==> config.mk <==
export PLATFORM = sky130hd
export DESIGN_NAME = uart_cmd_rcv
export DESIGN_NICKNAME = d
export VERILOG_FILES = /design/src/rtl/uart_cmd_rcv.sv
export SDC_FILE = /design/constraint.sdc
export NUM_CORES = 1
export LEC_CHECK = 0
export ABC_AREA = 1
export CAP_MARGIN = 5
export CORE_MARGIN = 8
export CORE_UTILIZATION = 50
export DETAILED_ROUTE_END_ITERATION = 7
export PLACE_DENSITY = 0.69
export SLEW_MARGIN = 20
export SYNTH_ARGS = -nofsm -noshare
export SYNTH_HDL_FRONTEND = slang
export SYNTH_SLANG_ARGS = --single-unit
==> constraint.sdc <==
create_clock -name clk -period 1.8 [get_ports clk]
set_clock_uncertainty 0.1 [all_clocks]
set_input_delay 0.36 -clock clk [delete_from_list [all_inputs] [get_ports clk]]
set_output_delay 0.36 -clock clk [all_outputs]
set_load 0.05 [all_outputs]
==> src/rtl/uart_cmd_rcv.sv <==
// uart_cmd_rcv: reassembles 3-byte command frames from the serial link
// into cmd/data with a ready/clear handshake, abandons partial frames after
// an inter-byte timeout, and serialises single-byte responses back.
module uart_cmd_rcv #(
    parameter int TIMEOUT  = 100000,
    parameter int BAUD_DIV = 434
) (
    input  logic        clk,
    input  logic        rst_n,
    input  logic        RX,
    output logic        TX,
    output logic [7:0]  cmd,
    output logic [15:0] data,
    output logic        cmd_rdy,
    input  logic        clr_cmd_rdy,
    output logic        frm_err,
    input  logic        send_resp,
    input  logic [7:0]  resp,
    output logic        resp_sent
);
    typedef enum logic [1:0] {IDLE, GOT1, GOT2} rx_state_t;
    typedef enum logic {RIDLE, RBUSY} rsp_state_t;

    logic       w_rx_rdy, w_tx_done, w_clr_rx_rdy;
    logic [7:0] w_rx_data;
    logic       w_frame_done, w_timeout, w_accept;
    rx_state_t  r_rx_state, w_rx_next;
    rsp_state_t r_rsp_state, w_rsp_next;
    logic [7:0]  r_cmd_hold, r_hi_hold, r_cmd, r_tx_data;
    logic [15:0] r_data;
    logic [16:0] r_timer;
    logic        r_cmd_rdy, r_frm_err, r_trmt, r_resp_sent;

    UART #(.BAUD_DIV(BAUD_DIV)) u_uart (
        .clk        (clk),
        .rst_n      (rst_n),
        .RX         (RX),
        .TX         (TX),
        .rx_rdy     (w_rx_rdy),
        .clr_rx_rdy (w_clr_rx_rdy),
        .rx_data    (w_rx_data),
        .trmt       (r_trmt),
        .tx_data    (r_tx_data),
        .tx_done    (w_tx_done)
    );

    // Receive FSM next state: every byte seen is acknowledged in the same cycle.
    always_comb begin
        // NOTE: default every combinational output first so no path infers a latch.
        w_rx_next    = r_rx_state;
        w_clr_rx_rdy = 1'b0;
        w_frame_done = 1'b0;
        w_timeout    = 1'b0;
        case (r_rx_state)
            IDLE: if (w_rx_rdy) begin
                w_clr_rx_rdy = 1'b1;
                w_rx_next    = GOT1;
            end
            GOT1, GOT2: begin
                if (w_rx_rdy) begin
                    // A byte arriving on the timeout cycle wins over the timeout.
                    w_clr_rx_rdy = 1'b1;
                    w_frame_done = (r_rx_state == GOT2);
                    w_rx_next    = (r_rx_state == GOT1) ? GOT2 : IDLE;
                end else if (r_timer == 17'(TIMEOUT - 1)) begin
                    w_timeout = 1'b1;
                    w_rx_next = IDLE;
                end
            end
            default: w_rx_next = IDLE;
        endcase
    end

    // Receive state, hold registers, inter-byte timer and frame outputs.
    always_ff @(posedge clk or negedge rst_n) begin
        if (!rst_n) begin
            r_rx_state <= IDLE;
            r_cmd_hold <= '0;
            r_hi_hold  <= '0;
            r_timer    <= '0;
            r_cmd      <= '0;
            r_data     <= '0;
            r_cmd_rdy  <= 1'b0;
            r_frm_err  <= 1'b0;
        end else begin
            // NOTE: non-blocking assignments so every register sees pre-edge values.
            r_rx_state <= w_rx_next;
            r_frm_err  <= w_timeout;
            if (r_rx_state == IDLE && w_rx_rdy) r_cmd_hold <= w_rx_data;
            if (r_rx_state == GOT1 && w_rx_rdy) r_hi_hold  <= w_rx_data;
            if (w_timeout) begin
                r_cmd_hold <= '0;
                r_hi_hold  <= '0;
            end
            if (r_rx_state == IDLE || w_clr_rx_rdy || w_timeout) r_timer <= '0;
            else                                                   r_timer <= r_timer + 17'd1;
            if (w_frame_done) begin
                r_cmd  <= r_cmd_hold;
                r_data <= {r_hi_hold, w_rx_data};
            end
            // Completion takes priority over the processor's clear.
            if (w_frame_done)     r_cmd_rdy <= 1'b1;
            else if (clr_cmd_rdy) r_cmd_rdy <= 1'b0;
        end
    end

    // Response FSM next state: requests while busy are dropped.
    always_comb begin
        w_rsp_next = r_rsp_state;
        w_accept   = 1'b0;
        case (r_rsp_state)
            RIDLE: if (send_resp) begin
                w_accept   = 1'b1;
                w_rsp_next = RBUSY;
            end
            RBUSY: if (w_tx_done) w_rsp_next = RIDLE;
            default: w_rsp_next = RIDLE;
        endcase
    end

    // Response state, latched byte, one-cycle transmit strobe and done flag.
    always_ff @(posedge clk or negedge rst_n) begin
        if (!rst_n) begin
            r_rsp_state <= RIDLE;
            r_tx_data   <= '0;
            r_trmt      <= 1'b0;
            r_resp_sent <= 1'b0;
        end else begin
            r_rsp_state <= w_rsp_next;
            r_trmt      <= w_accept;
            if (w_accept) begin
                r_tx_data   <= resp;
                r_resp_sent <= 1'b0;
            end else if (r_rsp_state == RBUSY && w_tx_done) begin
                r_resp_sent <= 1'b1;
            end
        end
    end

    assign cmd       = r_cmd;
    assign data      = r_data;
    assign cmd_rdy   = r_cmd_rdy;
    assign frm_err   = r_frm_err;
    assign resp_sent = r_resp_sent;
endmodule

// UART: 8N1 transceiver, BAUD_DIV clocks per bit. rx_rdy is a level cleared
// by clr_rx_rdy; tx_done is a one-cycle pulse at the end of the stop bit.
module UART #(
    parameter int BAUD_DIV = 434
) (
    input  logic       clk,
    input  logic       rst_n,
    input  logic       RX,
    output logic       TX,
    output logic       rx_rdy,
    input  logic       clr_rx_rdy,
    output logic [7:0] rx_data,
    input  logic       trmt,
    input  logic [7:0] tx_data,
    output logic       tx_done
);
    logic        r_rx_ff1, r_rx_ff2, r_rx_busy, r_rx_rdy;
    logic [3:0]  r_rx_bits, r_tx_bits;
    logic [15:0] r_rx_baud, r_tx_baud;
    logic [7:0]  r_rx_shift, r_rx_data;
    logic [9:0]  r_tx_shift;
    logic        r_tx_busy, r_tx_done;

    // Receiver: synchronise RX, sample each bit mid-cell starting at the start bit.
    always_ff @(posedge clk or negedge rst_n) begin
        if (!rst_n) begin
            r_rx_ff1   <= 1'b1;
            r_rx_ff2   <= 1'b1;
            r_rx_busy  <= 1'b0;
            r_rx_bits  <= '0;
            r_rx_baud  <= '0;
            r_rx_shift <= '0;
            r_rx_data  <= '0;
            r_rx_rdy   <= 1'b0;
        end else begin
            r_rx_ff1 <= RX;
            r_rx_ff2 <= r_rx_ff1;
            if (clr_rx_rdy) r_rx_rdy <= 1'b0;
            if (!r_rx_busy) begin
                if (!r_rx_ff2) begin
                    r_rx_busy <= 1'b1;
                    r_rx_bits <= '0;
                    r_rx_baud <= 16'(BAUD_DIV / 2);
                end
            end else if (r_rx_baud == '0) begin
                r_rx_shift <= {r_rx_ff2, r_rx_shift[7:1]};
                r_rx_baud  <= 16'(BAUD_DIV - 1);
                r_rx_bits  <= r_rx_bits + 4'd1;
                if (r_rx_bits == 4'd9) begin
                    // Stop-bit sample: the shifter holds d7..d0.
                    r_rx_busy <= 1'b0;
                    r_rx_data <= r_rx_shift;
                    r_rx_rdy  <= 1'b1;
                end
            end else begin
                r_rx_baud <= r_rx_baud - 16'd1;
            end
        end
    end

    // Transmitter: shift out {stop, data, start} LSB first; line idles high.
    always_ff @(posedge clk or negedge rst_n) begin
        if (!rst_n) begin
            r_tx_shift <= '1;
            r_tx_busy  <= 1'b0;
            r_tx_bits  <= '0;
            r_tx_baud  <= '0;
            r_tx_done  <= 1'b0;
        end else begin
            r_tx_done <= 1'b0;
            if (trmt && !r_tx_busy) begin
                r_tx_shift <= {1'b1, tx_data, 1'b0};
                r_tx_busy  <= 1'b1;
                r_tx_bits  <= '0;
                r_tx_baud  <= 16'(BAUD_DIV - 1);
            end else if (r_tx_busy) begin
                if (r_tx_baud == '0) begin
                    r_tx_shift <= {1'b1, r_tx_shift[9:1]};
                    r_tx_baud  <= 16'(BAUD_DIV - 1);
                    r_tx_bits  <= r_tx_bits + 4'd1;
                    if (r_tx_bits == 4'd9) begin
                        r_tx_busy <= 1'b0;
                        r_tx_done <= 1'b1;
                    end
                end else begin
                    r_tx_baud <= r_tx_baud - 16'd1;
                end
            end
        end
    end

    assign TX      = r_tx_shift[0];
    assign rx_rdy  = r_rx_rdy;
    assign rx_data = r_rx_data;
    assign tx_done = r_tx_done;
endmodule

After elaboration in Yosys (flattened, before gate mapping)
Cells that the tools add are included.

Output and inout port bits: 28. Bits in registers: 144. Input port bits: 13. Logic and storage cells: 119.

Reductions and logical operators: 23. Eq/ne operators: 9. Bitwise logic cells: 1. $add $sub $neg: 5. Muxes and demuxes: 56.

Operators by type and width (number): $mux 16 (6); $logic_not 16->1 (2); $mux 8 (4); $sub 16x1->16 const B (2); $mux 1 (30); $mux 10 (3); $mux 4 (6); $add 17x1->17 const B (1); $eq 17x17->1 const B (1); $mux 17 (1); $reduce_bool 2->1 (6); $add 4x1->4 const B (2); $eq 4x4->1 const B (2); $mux 2 (4); $reduce_and 2->1 (4); $logic_and 1x1->1 (4); $ne 2x2->1 const B (2); $pmux 2 s2 (1); $ne 3x2->1 const B (1); $reduce_and 3->1 (1); $reduce_or 3->1 (1); $eq 2x1->1 const B (1); $eq 2x2->1 const B (1); $logic_not 2->1 (1); 6 further kinds (7).

Logic depth before layout (Yosys ltp)
Depth after elaboration: 7. Depth in mapped cells: 10. Depth with buffers taken out: 10.

By module
A second synthesis with hierarchy kept.

Cells, all modules: 792. Area, all modules: 6886.6 sq um.

Modules (own cells, without submodules): UART (cells an instance 481, area each 3728.6 sq um, seq. area each 1790.5 sq um, instances 1); uart_cmd_rcv (cells an instance 311, area each 3158.0 sq um, seq. area each 1801.7 sq um, instances 1).

Worst setup path after synthesis
Ideal clock, no wire load.

Path kind: flip-flop to flip-flop. From: register r_rx_state[0]. To: register r_cmd_hold[0]. Setup slack: 192 ps. Cell stages (with the launch flop): 9. Data arrival time: 1378 ps. Buffers on the path: 1. Period minus slack after synthesis: 1608 ps. Library setup time: 130 ps. Required time: 1570 ps. Cell sequence: dfrtp_1 inv_1 ha_1 inv_1 nor2_1 nand3_4 buf_6 nand3_1 o21ai_1.

Cells in the longest elaborated chain, start to end: 4. Elaborated cells between the ends (all ways): 8. Classes of those cells: eq/ne: 2; mux: 2; reduce/logical: 4.

Ends and longest elaborated chain: start: declaration (RTL line 27) `rx_state_t r_rx_state, w_rx_next;`; start signal: assignment (RTL line 87) `r_rx_state <= w_rx_next;`; $eq 2x2->1 or $eq 2x1->1 (tied branches) (RTL line 54) `case (r_rx_state)`; $reduce_or 2->1 (RTL line 54); $mux 1 (RTL line 54); $mux 8 or $reduce_bool 2->1 (tied branches); end signal: assignment (RTL line 89) `if (r_rx_state == IDLE && w_rx_rdy) r_cmd_hold <= w_rx_data;`; end: declaration (RTL line 29) `logic [7:0] r_cmd_hold, r_hi_hold, r_cmd, r_tx_data;`.

Several ways; a longest one is shown, not always the timed one. A chain may end at the register's enable or synchronous reset.

Final worst setup path
From: register r_rx_state[1]. To: register r_hi_hold[1].

Cells in the longest elaborated chain, start to end: 4. Elaborated cells between the ends (all ways): 7. Classes of those cells: eq/ne: 2; mux: 2; reduce/logical: 3.

Ends and longest elaborated chain: $eq 2x2->1 or $eq 2x1->1 (tied branches) (RTL line 54, 90); $reduce_or 2->1 (RTL line 54); $mux 1 (RTL line 54); $mux 8 or $reduce_bool 2->1 (tied branches); end signal: assignment (RTL line 90) `if (r_rx_state == GOT1 && w_rx_rdy) r_hi_hold <= w_rx_data;`; end: declaration (RTL line 29).

Several ways; a longest one is shown, not always the timed one.

==> impl_metrics.ini <==
[status]
outcome = finished, final reports clean

[cells_and_area]
number_of_antenna_cells_inserted = 0
finish.net_count = 884
areaGrowthSynthToFinish_pct = 20.7
final_layout_size_suffix_gt1_share_pct = 15.9
area_of_all_placed_cells_without_fillers_um2 = 8070

[clock_tree]
cts_max_path_buffers = 2
clkSlewWorstSetupHoldPaths_ns = 0.06
post-cts-setup-buffers = 0
root_cell_of_the_clock_tree = clkbuf_16
depth_of_the_cts_h_tree = 4
clock_sinks = 143
cts_tree = built
cts_made_buffers = 17
clk-insertion-delay-late_ns = 0.42

[synthesis]
synth_nets = 815
yosys.area.top_type = dfrtp_1
yosysWarningCount = 0
yosys_register_bits = 143
synth.lib_cells_used.distinct = 34
postSynthAreaPerCell_um2 = 8.46
synthesis.area_um2 = 6680
synth_area_leaders = dfrtp_1, nand2_1, nor2_1
synth_sequential_area_ratio_pct = 53.7
netlist.area_leader.share_pct = 49.4
synth_cells = 790

[critical_path]
crit_family = simple AND/OR/NAND/NOR gates
crit_top_cell = inv_1
cp_slowest_stage_delay_ns = 0.36
timing.critical_path.cells = inv_1 -> ha_1 -> inv_1 -> nor2_2 -> nand3_2 -> nand3_1 -> o21ai_0
register_to_register_path_setup_slack_ns = 0.08
worst_r2r_path_depth = 7
critPathCaptureType = register
r2r-end = r_hi_hold[1]
worstPathMaxFanout = 9
r2r-start = r_rx_state[1]
startpoint_type = register
critical_path_buf_inv_count = 2
critPathRequiredTime_ns = 1.98
worstPathArrival_ns = 1.90
timing.critical_path.slowest_stage_cell = dfrtp_1
setup.worst_path.class = register to register

[power]
power_frac_comb_pct = 1.6
power_frac_seq_pct = 46.5
vdd.ir_drop.worst_mv = 0.609
clockPowerShare_pct = 52.0
netSwitchingPower_w = 0.00147
power.density_nw_per_um2 = 860
power_switching_share_pct = 21.2
internal-power_w = 0.00546
leakage_nw = 4.10

[timing]
max_freq_ghz = 0.580
hold_viol = 0
maxSlewHeadroom_pct = 62.3
grt_setup_unrepaired = yes
fin_crit_sh_pct = 95.8
timing_max_transition_violations_final = 0
finalSetupViolCount = 0
worstMarginPinSlew_ns = 0.565
setup_total_negative_slack_ns = 0
final_critical_path_required_period_ns = 1.72

[routing]
avgViaCountPerCell = 5.02
firstDrtPassIters = 5
drt_drc_violations_left = 0
detail_route.wirelength_um = 14000
antenna_violating_nets_post_route = 0
first_iter_violations = 364
routed_wire_length_per_instance_um = 13.4
routed-via-count = 5264

[grt]
grt.overflow.total = 0
initial_antenna_violation_count = 0
grt_pass1_vias = 5260
grt_max_degree = 40
grt_usage_pct = 16.9
grt_pass1_wl_um = 24300

[min_path]
hold_start = RX
worst_hold_path.num_cells = 1
hold_end = u_uart.r_rx_ff1
worstHoldPathType = input port to register

[floorplanning]
floorplan.core_area_um2 = 13100
die-height_um = 132
die_width_um = 132
start_util_pct = 50.9
fp.dieArea_um2 = 17300
io_pins = 41
core.rowCount = 42

[place]
detailed_place.area_um2 = 7380
buffer_ports.inserted = 40
routabilityCongestion = 0.947
place.detailed.hpwl_um = 9740

[run]
cap_violations = 0
-- synth_stat cells --
cell type / count
xor2_1: 16
mux2i_1: 1
clkbuf_1: 4
dfstp_2: 11
inv_2: 3
nand2_4: 2
nand4_2: 1
o21ai_0: 47
nand3b_1: 1
dfrtp_1: 132
buf_2: 9
nor2_4: 3
nor2_2: 1
or2_0: 2
mux2_2: 16
xnor2_1: 8
o22ai_1: 2
o21ai_1: 9
or2_2: 2
inv_1: 69
a21oi_1: 8
nor3_4: 1
nand3_1: 62
nand2_1: 252
ha_1: 12
buf_6: 1
buf_8: 1
nor3_1: 5
nand4_1: 3
clkinv_1: 2
a21o_1: 3
nor2_1: 98
nand3_4: 1
nand2_2: 2
-- cells in the final DEF (no fill, tap or decap), types with 11 or more instances in the layout --
cell / instances
nand2_1: 249
dfrtp_1: 132
nor2_1: 92
inv_1: 68
nand3_1: 61
o21ai_0: 47
buf_4: 46
clkbuf_16: 17
xor2_1: 16
mux2_2: 16
ha_1: 11
clkdlybuf4s50_1: 11
dfstp_2: 11
-- layout make-up --
class,instances,area (µm²)
Clock inverter,14,179
Sequential cell,143,3590
Fill cell,1127,5070
Multi-Input combinational cell,559,2790
Clock buffer,18,429
Tap cell,176,220
Timing Repair Buffer,64,577
Inverter,74,278
-- sequential cells by signal, summed over array words and instances (netlist names), 9 cells and up --
name               count
r_timer               17
data                  16
u_uart.r_rx_baud      16
u_uart.r_tx_baud      16
u_uart.r_tx_shift      9
-- metal layers --
metal  wire length [µm]  share of wire [%]  track usage [%]  vias up
met5                  0                  0                0        -
met4                248                1.8             7.53        0
met3                586                4.2             3.73       18
met2               6880                 49             27.9      119
met1               6310                 45             20.8     2481
li1                   -                  -                -     2646
-- per-stage QoR --
stage | cells | util, % | hold WS [ns] | power (W) | worst slack (ns)
global route | 1048 | 61.4 | 0.248 | 0.00717 | -0.0623
global placement | 1014 | 56.2 | 0.196 | 0.00339 | 0.126
detailed placement | 1014 | 56.2 | 0.203 | 0.00339 | 0.0589
CTS | 1047 | 60.9 | 0.229 | 0.00702 | 0.0369
finish | 1048 | 61.4 | 0.249 | 0.00693 | 0.0755
floorplan | 790 | - | -0.0356 | 0.00328 | 0.192
-- power groups by stage --
stage / Clock [W] / Combinational, W / Sequential (W)
CTS: 0.00368 / 0.000115 / 0.00322
floorplan: 0 / 0.00000104 / 0.00328
global route: 0.00382 / 0.000126 / 0.00322
global placement: 0 / 0.000110 / 0.00328
detailed placement: 0 / 0.000112 / 0.00328
finish: 0.00360 / 0.000109 / 0.00322
-- logic make-up (layout without fill, tap and decap cells) --
group,count (synthesis),in the layout,share of synthesized area [%]
fa+ha+maj,12,12,2.25
buf+inv,89,170,5.45
mux,17,17,2.85
xor+xnor,24,24,3.14
flops,143,143,53.7
compound gates,69,69,5.32
simple gates,436,437,27.3
-- timing repair --
action,CTS,global route
resized for setup,0,15
endpoints found under the hold margin,34,0
hold buffers,1,0
endpoints found under the setup margin,0,57
-- worst max-delay path by stage --
stage,startpoint,slack (ns),cells past startpoint,to
finish,r_rx_state[1],0.08,7,r_hi_hold[1]
global route,r_rx_state[1],-0.06,7,r_hi_hold[1]
CTS,u_uart.r_rx_baud[0],0.04,9,u_uart.rx_data[2]
detailed placement,u_uart.r_rx_baud[0],0.06,9,u_uart.rx_data[5]
global placement,u_uart.r_rx_baud[0],0.13,9,u_uart.rx_data[1]
floorplan,r_rx_state[0],0.19,8,r_cmd_hold[0]
No activity file was read; power rests on OpenSTA's default activity.
